**src/rtl/if_id_fetch_stage.sv**
```systemverilog
// rtl/if_id_fetch_stage.sv - instruction fetch stage with IF/ID register, hold buffer and redirect squash
module if_id_fetch_stage #(
  parameter logic [31:0] RESET_PC  = 32'h0000_0000,
  parameter logic [31:0] NOP_INSTR = 32'h0000_0013
) (
  input  logic        clk,
  input  logic        rst_n,
  input  logic        stall_in,
  input  logic        flush_in,
  input  logic [31:0] redirect_pc,
  output logic        imem_req,
  output logic [31:0] imem_addr,
  input  logic        imem_ready,
  input  logic [31:0] imem_rdata,
  output logic        valid_out,
  output logic [31:0] pc_out,
  output logic [31:0] instr_out,
  output logic [4:0]  rs1_out,
  output logic [4:0]  rs2_out,
  output logic [4:0]  rd_out,
  output logic [2:0]  funct3_out,
  output logic [6:0]  funct7_out
);

  typedef enum logic [1:0] {
    S_IDLE  = 2'd0,
    S_FETCH = 2'd1,
    S_DROP  = 2'd2
  } state_t;

  state_t      r_state;
  logic [31:0] r_fetch_pc;
  logic [31:0] r_redir_pc;
  logic        r_hold_valid;
  logic [31:0] r_hold_pc;
  logic [31:0] r_hold_instr;
  logic        r_valid;
  logic [31:0] r_pc;
  logic [31:0] r_instr;

  state_t      w_state_nxt;
  logic [31:0] w_fetch_pc_nxt;
  logic [31:0] w_redir_pc_nxt;
  logic        w_hold_valid_nxt;
  logic [31:0] w_hold_pc_nxt;
  logic [31:0] w_hold_instr_nxt;
  logic        w_valid_nxt;
  logic [31:0] w_pc_nxt;
  logic [31:0] w_instr_nxt;

  logic        w_req;
  logic        w_complete;
  logic [31:0] w_target;
  logic [31:0] w_pc_plus4;

  // Word alignment is enforced by masking, so a misaligned target never reaches the bus.
  assign w_target   = redirect_pc & 32'hFFFF_FFFC;
  assign w_pc_plus4 = r_fetch_pc + 32'd4;
  assign w_complete = w_req & imem_ready;

  // Request is a function of registered state only; the address is simply the fetch PC,
  // which in DROP still holds the squashed request's address until it completes.
  always_comb begin
    w_req = 1'b0;
    case (r_state)
      S_IDLE:  w_req = 1'b0;
      S_FETCH: w_req = !r_hold_valid;
      S_DROP:  w_req = 1'b1;
      default: w_req = 1'b0;
    endcase
  end

  assign imem_req  = w_req;
  assign imem_addr = r_fetch_pc;

  // Next-state and next-register values for the fetch FSM and IF/ID register.
  always_comb begin
    w_state_nxt      = r_state;
    w_fetch_pc_nxt   = r_fetch_pc;
    w_redir_pc_nxt   = r_redir_pc;
    w_hold_valid_nxt = r_hold_valid;
    w_hold_pc_nxt    = r_hold_pc;
    w_hold_instr_nxt = r_hold_instr;
    w_valid_nxt      = r_valid;
    w_pc_nxt         = r_pc;
    w_instr_nxt      = r_instr;

    case (r_state)
      S_IDLE: begin
        w_state_nxt = S_FETCH;
      end

      S_FETCH: begin
        if (flush_in) begin
          // Squash: bubble into decode, drop the buffered word and any word arriving now.
          w_valid_nxt      = 1'b0;
          w_instr_nxt      = NOP_INSTR;
          w_hold_valid_nxt = 1'b0;
          if (w_req && !imem_ready) begin
            // The bus request must run to completion at its old address first.
            w_redir_pc_nxt = w_target;
            w_state_nxt    = S_DROP;
          end else begin
            w_fetch_pc_nxt = w_target;
          end
        end else if (!stall_in) begin
          if (r_hold_valid) begin
            w_valid_nxt      = 1'b1;
            w_pc_nxt         = r_hold_pc;
            w_instr_nxt      = r_hold_instr;
            w_hold_valid_nxt = 1'b0;
          end else if (w_complete) begin
            w_valid_nxt    = 1'b1;
            w_pc_nxt       = r_fetch_pc;
            w_instr_nxt    = imem_rdata;
            w_fetch_pc_nxt = w_pc_plus4;
          end else begin
            w_valid_nxt = 1'b0;
          end
        end else if (w_complete) begin
          // Decode is stalled: park the returning word so it is not lost.
          w_hold_valid_nxt = 1'b1;
          w_hold_pc_nxt    = r_fetch_pc;
          w_hold_instr_nxt = imem_rdata;
          w_fetch_pc_nxt   = w_pc_plus4;
        end
      end

      S_DROP: begin
        // Bubble persists while the squashed request drains; stall has no effect here.
        w_valid_nxt = 1'b0;
        if (flush_in) begin
          w_instr_nxt    = NOP_INSTR;
          w_redir_pc_nxt = w_target;
        end
        if (imem_ready) begin
          w_fetch_pc_nxt = flush_in ? w_target : r_redir_pc;
          w_state_nxt    = S_FETCH;
        end
      end

      default: begin
        w_state_nxt = S_IDLE;
      end
    endcase
  end

  // State and pipeline registers, cleared asynchronously so a mid-request reset aborts at once.
  always_ff @(posedge clk or negedge rst_n) begin
    if (!rst_n) begin
      r_state      <= S_IDLE;
      r_fetch_pc   <= RESET_PC;
      r_redir_pc   <= RESET_PC;
      r_hold_valid <= 1'b0;
      r_hold_pc    <= 32'd0;
      r_hold_instr <= NOP_INSTR;
      r_valid      <= 1'b0;
      r_pc         <= 32'd0;
      r_instr      <= NOP_INSTR;
    end else begin
      r_state      <= w_state_nxt;
      r_fetch_pc   <= w_fetch_pc_nxt;
      r_redir_pc   <= w_redir_pc_nxt;
      r_hold_valid <= w_hold_valid_nxt;
      r_hold_pc    <= w_hold_pc_nxt;
      r_hold_instr <= w_hold_instr_nxt;
      r_valid      <= w_valid_nxt;
      r_pc         <= w_pc_nxt;
      r_instr      <= w_instr_nxt;
    end
  end

  assign valid_out  = r_valid;
  assign pc_out     = r_pc;
  assign instr_out  = r_instr;
  assign rs1_out    = r_instr[19:15];
  assign rs2_out    = r_instr[24:20];
  assign rd_out     = r_instr[11:7];
  assign funct3_out = r_instr[14:12];
  assign funct7_out = r_instr[31:25];

endmodule

```
**config.mk**
```make
export PLATFORM = sky130hd
export DESIGN_NAME = if_id_fetch_stage
export DESIGN_NICKNAME = d
export VERILOG_FILES = /design/src/rtl/if_id_fetch_stage.sv
export SDC_FILE = /design/constraint.sdc
export NUM_CORES = 1
export LEC_CHECK = 0
export CAP_MARGIN = 20
export CORE_UTILIZATION = 43
export DETAILED_ROUTE_END_ITERATION = 6
export GPL_TIMING_DRIVEN = 1
export PLACE_DENSITY = 0.76
export SLEW_MARGIN = 0
export SYNTH_ARGS = -nofsm -noshare
export SYNTH_HDL_FRONTEND = slang
export SYNTH_SLANG_ARGS = --single-unit
```
**constraint.sdc**
```tcl
create_clock -name clk -period 2.2 [get_ports clk]
set_input_delay 0.33 -clock clk [delete_from_list [all_inputs] [get_ports clk]]
set_output_delay 0.33 -clock clk [all_outputs]
set_load 0.01 [all_outputs]
```
* Word level (Yosys, flattened, before mapping)
Index checks and enable logic that the tools add are counted.
Storage, ports and cells: flip-flop bits (word level) 196, latch bits 0, bits in writable memories 0, bits in read-only memories 0, input port bits 69, output and inout bits 123, logic and storage cells 70, memories kept 0
Operators by class: $add $sub $neg 1, multipliers 0, divide/modulo/power cells 0, order comparisons 0, equality and inequality tests 11, shift-type cells 0, muxes and demuxes 32, bitwise operators 3, reductions and logical operators 14
Operators by type and width (count):
- 2-to-1 mux 32 bit | 16
- case mux 32 bit (2 select lines) | 3
- adder 32 x 3 -> 32 bit, second input constant | 1
- AND reduction 4 bit | 4
- != test 2 bit, second input constant | 4
- != test 4 bit, second input constant | 2
- 2-to-1 mux 1 bit | 7
- 2-to-1 mux 2 bit | 3
- != test 3 bit, second input constant | 2
- case mux 2 bit (3 select lines) | 1
- AND reduction 3 bit | 2
- case mux 1 bit (2 select lines) | 2
- AND reduction 2 bit | 2
- nonzero test 2 bit | 2
- != test 3 x 1 -> 1 bit, second input constant | 1
- equality test 2 x 1 -> 1 bit, second input constant | 1
- equality test 2 bit, second input constant | 1
- logical NOT 1 bit | 2
- logical NOT 2 bit | 1
- inverter 1 bit | 2
- AND 1 bit | 1
- logical AND 1 bit | 1

* Longest topological paths before layout
depth in word-level cells 8, mapped depth 10, gate-level depth less buffers 7

* Worst setup path before layout
OpenSTA, ideal clock, no wires.
kind register to register, start point register r_state[0], end point register r_hold_instr[12], setup time 0.125 ns, arrival 1.974 ns, data required time 2.075 ns, slack 0.101 ns, cell stages (with the launch flop) 8, buffers on the path 2, clock period less this slack 2.099 ns, path through dfrtp_1 > ha_1 > buf_2 > nor2b_1 > o21a_1 > nand4_1 > clkbuf_1 > mux2_2
Between the ends: longest elaborated chain between the ends 4, elaborated cells on any way between the ends 5, those cells by class eq/ne (2); mux (1); bitwise (1); reduce/logical (1)
Ends and longest elaborated chain:
- start: declaration | line 31 | state_t r_state;
- start signal: assignment | line 161 | r_state <= w_state_nxt;
- equality test 2 bit or equality test 2 x 1 -> 1 bit (tied branches) | line 65 | case (r_state)
- case mux 1 bit (2 select lines) (*) | line 65
- via imem_req | line 11 | output logic imem_req,
- AND 1 bit (*) | line 59 | assign w_complete = w_req & imem_ready;
- AND reduction 4 bit (no line) (*)
- end signal: assignment | line 166 | r_hold_instr <= w_hold_instr_nxt;
- end: declaration | line 36 | logic [31:0] r_hold_instr;
The timed path passes the listed nets; every way through them passes the cells marked *. A chain may end at the register's enable or synchronous reset.

* Worst setup path after layout
start point register r_state[1], end point output port imem_req
Between the ends: longest elaborated chain between the ends 2, elaborated cells on any way between the ends 3, those cells by class eq/ne (2); mux (1)
Ends and longest elaborated chain (line):
- equality test 2 bit or equality test 2 x 1 -> 1 bit (tied branches) | 65
- case mux 1 bit (2 select lines) (*) | 65
- end: declaration | 11
Every way passes the cells marked *; elsewhere a longest branch is shown, timed or not.

==> run_results.csv <==
group,metric,value,unit
global_route,antenna_found_initial,0,
critical_path,ff2ff_setup_slack,50,ps
timing,hold_viol,0,
synth,seq_area_frac_synth,0.5247,
critical_path,cp.required,1870,ps
detailed_routing,vias,7199,
pwr,p_comb_frac,0.463,
run,drv_cap,0,
critical_path,cp-endpoint,"imem_req",
timing,fin_crit_sh,0.9931,
detailed_routing,drc,0,
synth,synthCells,842,
pwr,p_sw_frac,0.3558,
clock_network,cts_made_buffers,17,
timing,min_period,2185,ps
synth,ys_warn_count,0,
clock_network,clk_pin_slew,60,ps
global_route,grt_pass1_wl,36.57,mm
synth,synth_edf_count,0,
timing,whs,225.4,ps
pwr,seq_power_share,0.360,
pwr,irDropWorstVdd,0.5823,mV
detailed_routing,first_iter_violations,394,
critical_path,worstSetupPathType,"flip-flop to output port",
layout,antenna_cells,0,
die,rows,53,
synth,synthArstFlopShare,1.000,
clock_network,root_buffer,"clkbuf_16",
timing,tightestPinTransition,848.6,ps
synth,syn_avg_cell_area,11.12,sq um
die,initial_core_util,0.4426,
clock_network,tritoncts,"done",
critical_path,crit_path_start_kind,"flip-flop",
timing,max_freq,457.7,MHz
synth,syn_nets,916,
layout,nets,1096,
layout,final_common_cell,"dfrtp_1",
global_route,first_global_vias,7012,
placed_design,gp_congestion,0.8095,
pwr,p_int,11.22,mW
synth,ys_seq_elements,196,
critical_path,ff2ff_path_depth,8,
run_status,status,"finished, final reports clean",
die,dieWidth,149.6,um
hold_path,hp-class,"primary input to flip-flop",
placed_design,placed_area,0.01173,sq mm
layout,syn_to_final_growth,32.29,%
detailed_routing,drt-total-wl,22.60,mm
timing,fin_skew,14.27,ps
critical_path,cp.arrival,1850,ps
synth,syn_area,0.009363,sq mm
global_route,grt_max_degree,60,
placed_design,portBuffers,189,
pwr,power.density,1406,mW/mm^2
global_route,overflow,0,
layout,fin_area,0.01239,sq mm
timing,finalMaxSlewViolations,0,
critical_path,startpoint,"r_state[1]",
pwr,clockPowerShare,0.177,
timing,maxSlewHeadroom,0.4343,
timing,rsz0062_at_grt,"yes",
pwr,cellLeakagePower,5.249,nW
die,core_area,0.02115,sq mm
pwr,p_switching,6.198,mW
detailed_routing,dr.pass1.iters,5,
clock_network,clock_path_buffers,2,
global_route,grt_usage,0.2085,
clock_network,insertion_delay,430,ps
die,die-area,0.02237,sq mm
die,die_h,149.6,um
detailed_routing,postRouteAntennaNets,0,
die,io_pins,192,
critical_path,reg2reg_to,"imem_addr[31]",
placed_design,dp_hpwl,15.77,mm
critical_path,crit_fanout,6,
layout,layout_common_cells,"187 x dfrtp_1, 186 x clkdlybuf4s50_1, 86 x mux2_2, 69 x mux2i_1",
critical_path,crit-reg2reg-launch,"r_state[1]",
timing,setup_viol,0,
synth,synth_cell_types,56,
clock_network,htreeDepth,4,
clock_network,clock_sinks,196,
detailed_routing,via_per_inst,5.500,
layout,drive_above_1_share,0.1963,
detailed_routing,wl_per_cell,17.27,um
synth,synth_ff_type,"dfrtp_1",
critical_path,end_kind,"output port",
-- sequential cells by signal (all words and copies together) (netlist names) --
name,cells
imem_addr,32
instr_out,32
pc_out,32
r_hold_instr,32
r_hold_pc,32
r_hold_valid,1
r_redir_pc,32
r_state,2
valid_out,1
-- routing by layer --
metal / track usage / vias up / part of all wire
li1: - / 3396 / -
met1: 0.2856 / 3557 / 0.47
met5: 0 / - / 0
met4: 0.06888 / 0 / 0.011
met3: 0.03415 / 19 / 0.046
met2: 0.3359 / 227 / 0.48
-- critical path, stage by stage, from the launching register on --
cell and delay, ps:
dfrtp_2 440, inv_2 120, ha_4 170, nor2b_1 200, o21a_1 200, dlygate4sd2_1 300
-- cell families (layout without fill, tap and decap cells) --
group                    after synthesis  count (layout)  share of synthesized area
flip-flops                           196             196                     0.5247
AO/OA/AOI/OAI                        210             210                     0.1413
multiplexers                         157             157                     0.1796
buffers and inverters                103             295                    0.05479
XOR/XNOR                               2               2                   0.001871
AND/OR/NAND/NOR                      169             169                    0.09114
adder cells (fa/ha/maj)                5               5                   0.006682
-- synthesized netlist by cell type (all sizes together), types with 12 or more instances --
cell / number / area share
a31oi: 15 / 0.010
o31ai: 30 / 0.024
mux2i: 69 / 0.074
nor2: 52 / 0.021
clkbuf: 32 / 0.013
nand4: 12 / 0.010
buf: 59 / 0.037
a21oi: 55 / 0.029
inv: 12 / 0.0048
mux2: 88 / 0.11
dfrtp: 190 / 0.51
nand2: 54 / 0.022
o21ai: 52 / 0.028
-- cell type report --
class                   instances  area, sq um
multi-input cells             543         4009
clock inverters                12        146.4
flip-flops and latches        196         4918
well taps                     275        344.1
repair buffers                252         2490
inverters                      12        45.04
clock buffers                  19        432.9
fillers                      1731         8768
-- worst min-delay path by stage --
stage,start,end,slack (ps),cells after the start
3_5_place_dp,rst_n,r_redir_pc[3],340,1
2_1_floorplan,rst_n,imem_addr[0],30,0
5_1_grt,flush_in,imem_addr[1],240,2
3_3_place_gp,rst_n,r_redir_pc[3],350,1
6_report,flush_in,imem_addr[1],230,2
4_1_cts,flush_in,imem_addr[1],210,2
-- power groups by stage --
stage	clock network [mW]	logic, mW	registers (mW)
CTS	3.16	8.04	6.27
finish	3.09	8.06	6.27
detailed placement	0	8.00	6.34
floorplan	0	4.04	6.56
global placement	0	7.84	6.24
global route	3.32	8.77	6.49
-- what timing repair did --
item / in CTS / in global routing
pin swaps: 0 / 1
endpoints found under the hold margin: 55 / 0
endpoints found under the setup margin: 5 / 91
gates resized for setup: 4 / 8
setup buffers: 0 / 2
hold buffers: 1 / 0
-- metrics by stage --
step	worst slack (ps)	power [mW]	instances	TNS, ps	utilization
finish	15.19	17.42	1309	0	0.5855
global route	-61.88	18.57	1309	-97.01	0.5855
CTS	7.137	17.47	1307	0	0.5827
detailed placement	-126.5	14.34	1275	-2853	0.5544
global placement	-101.5	14.08	1275	-1471	0.5544
floorplan	101.1	10.61	842	0	-
(Power assumes the default switching activity.)
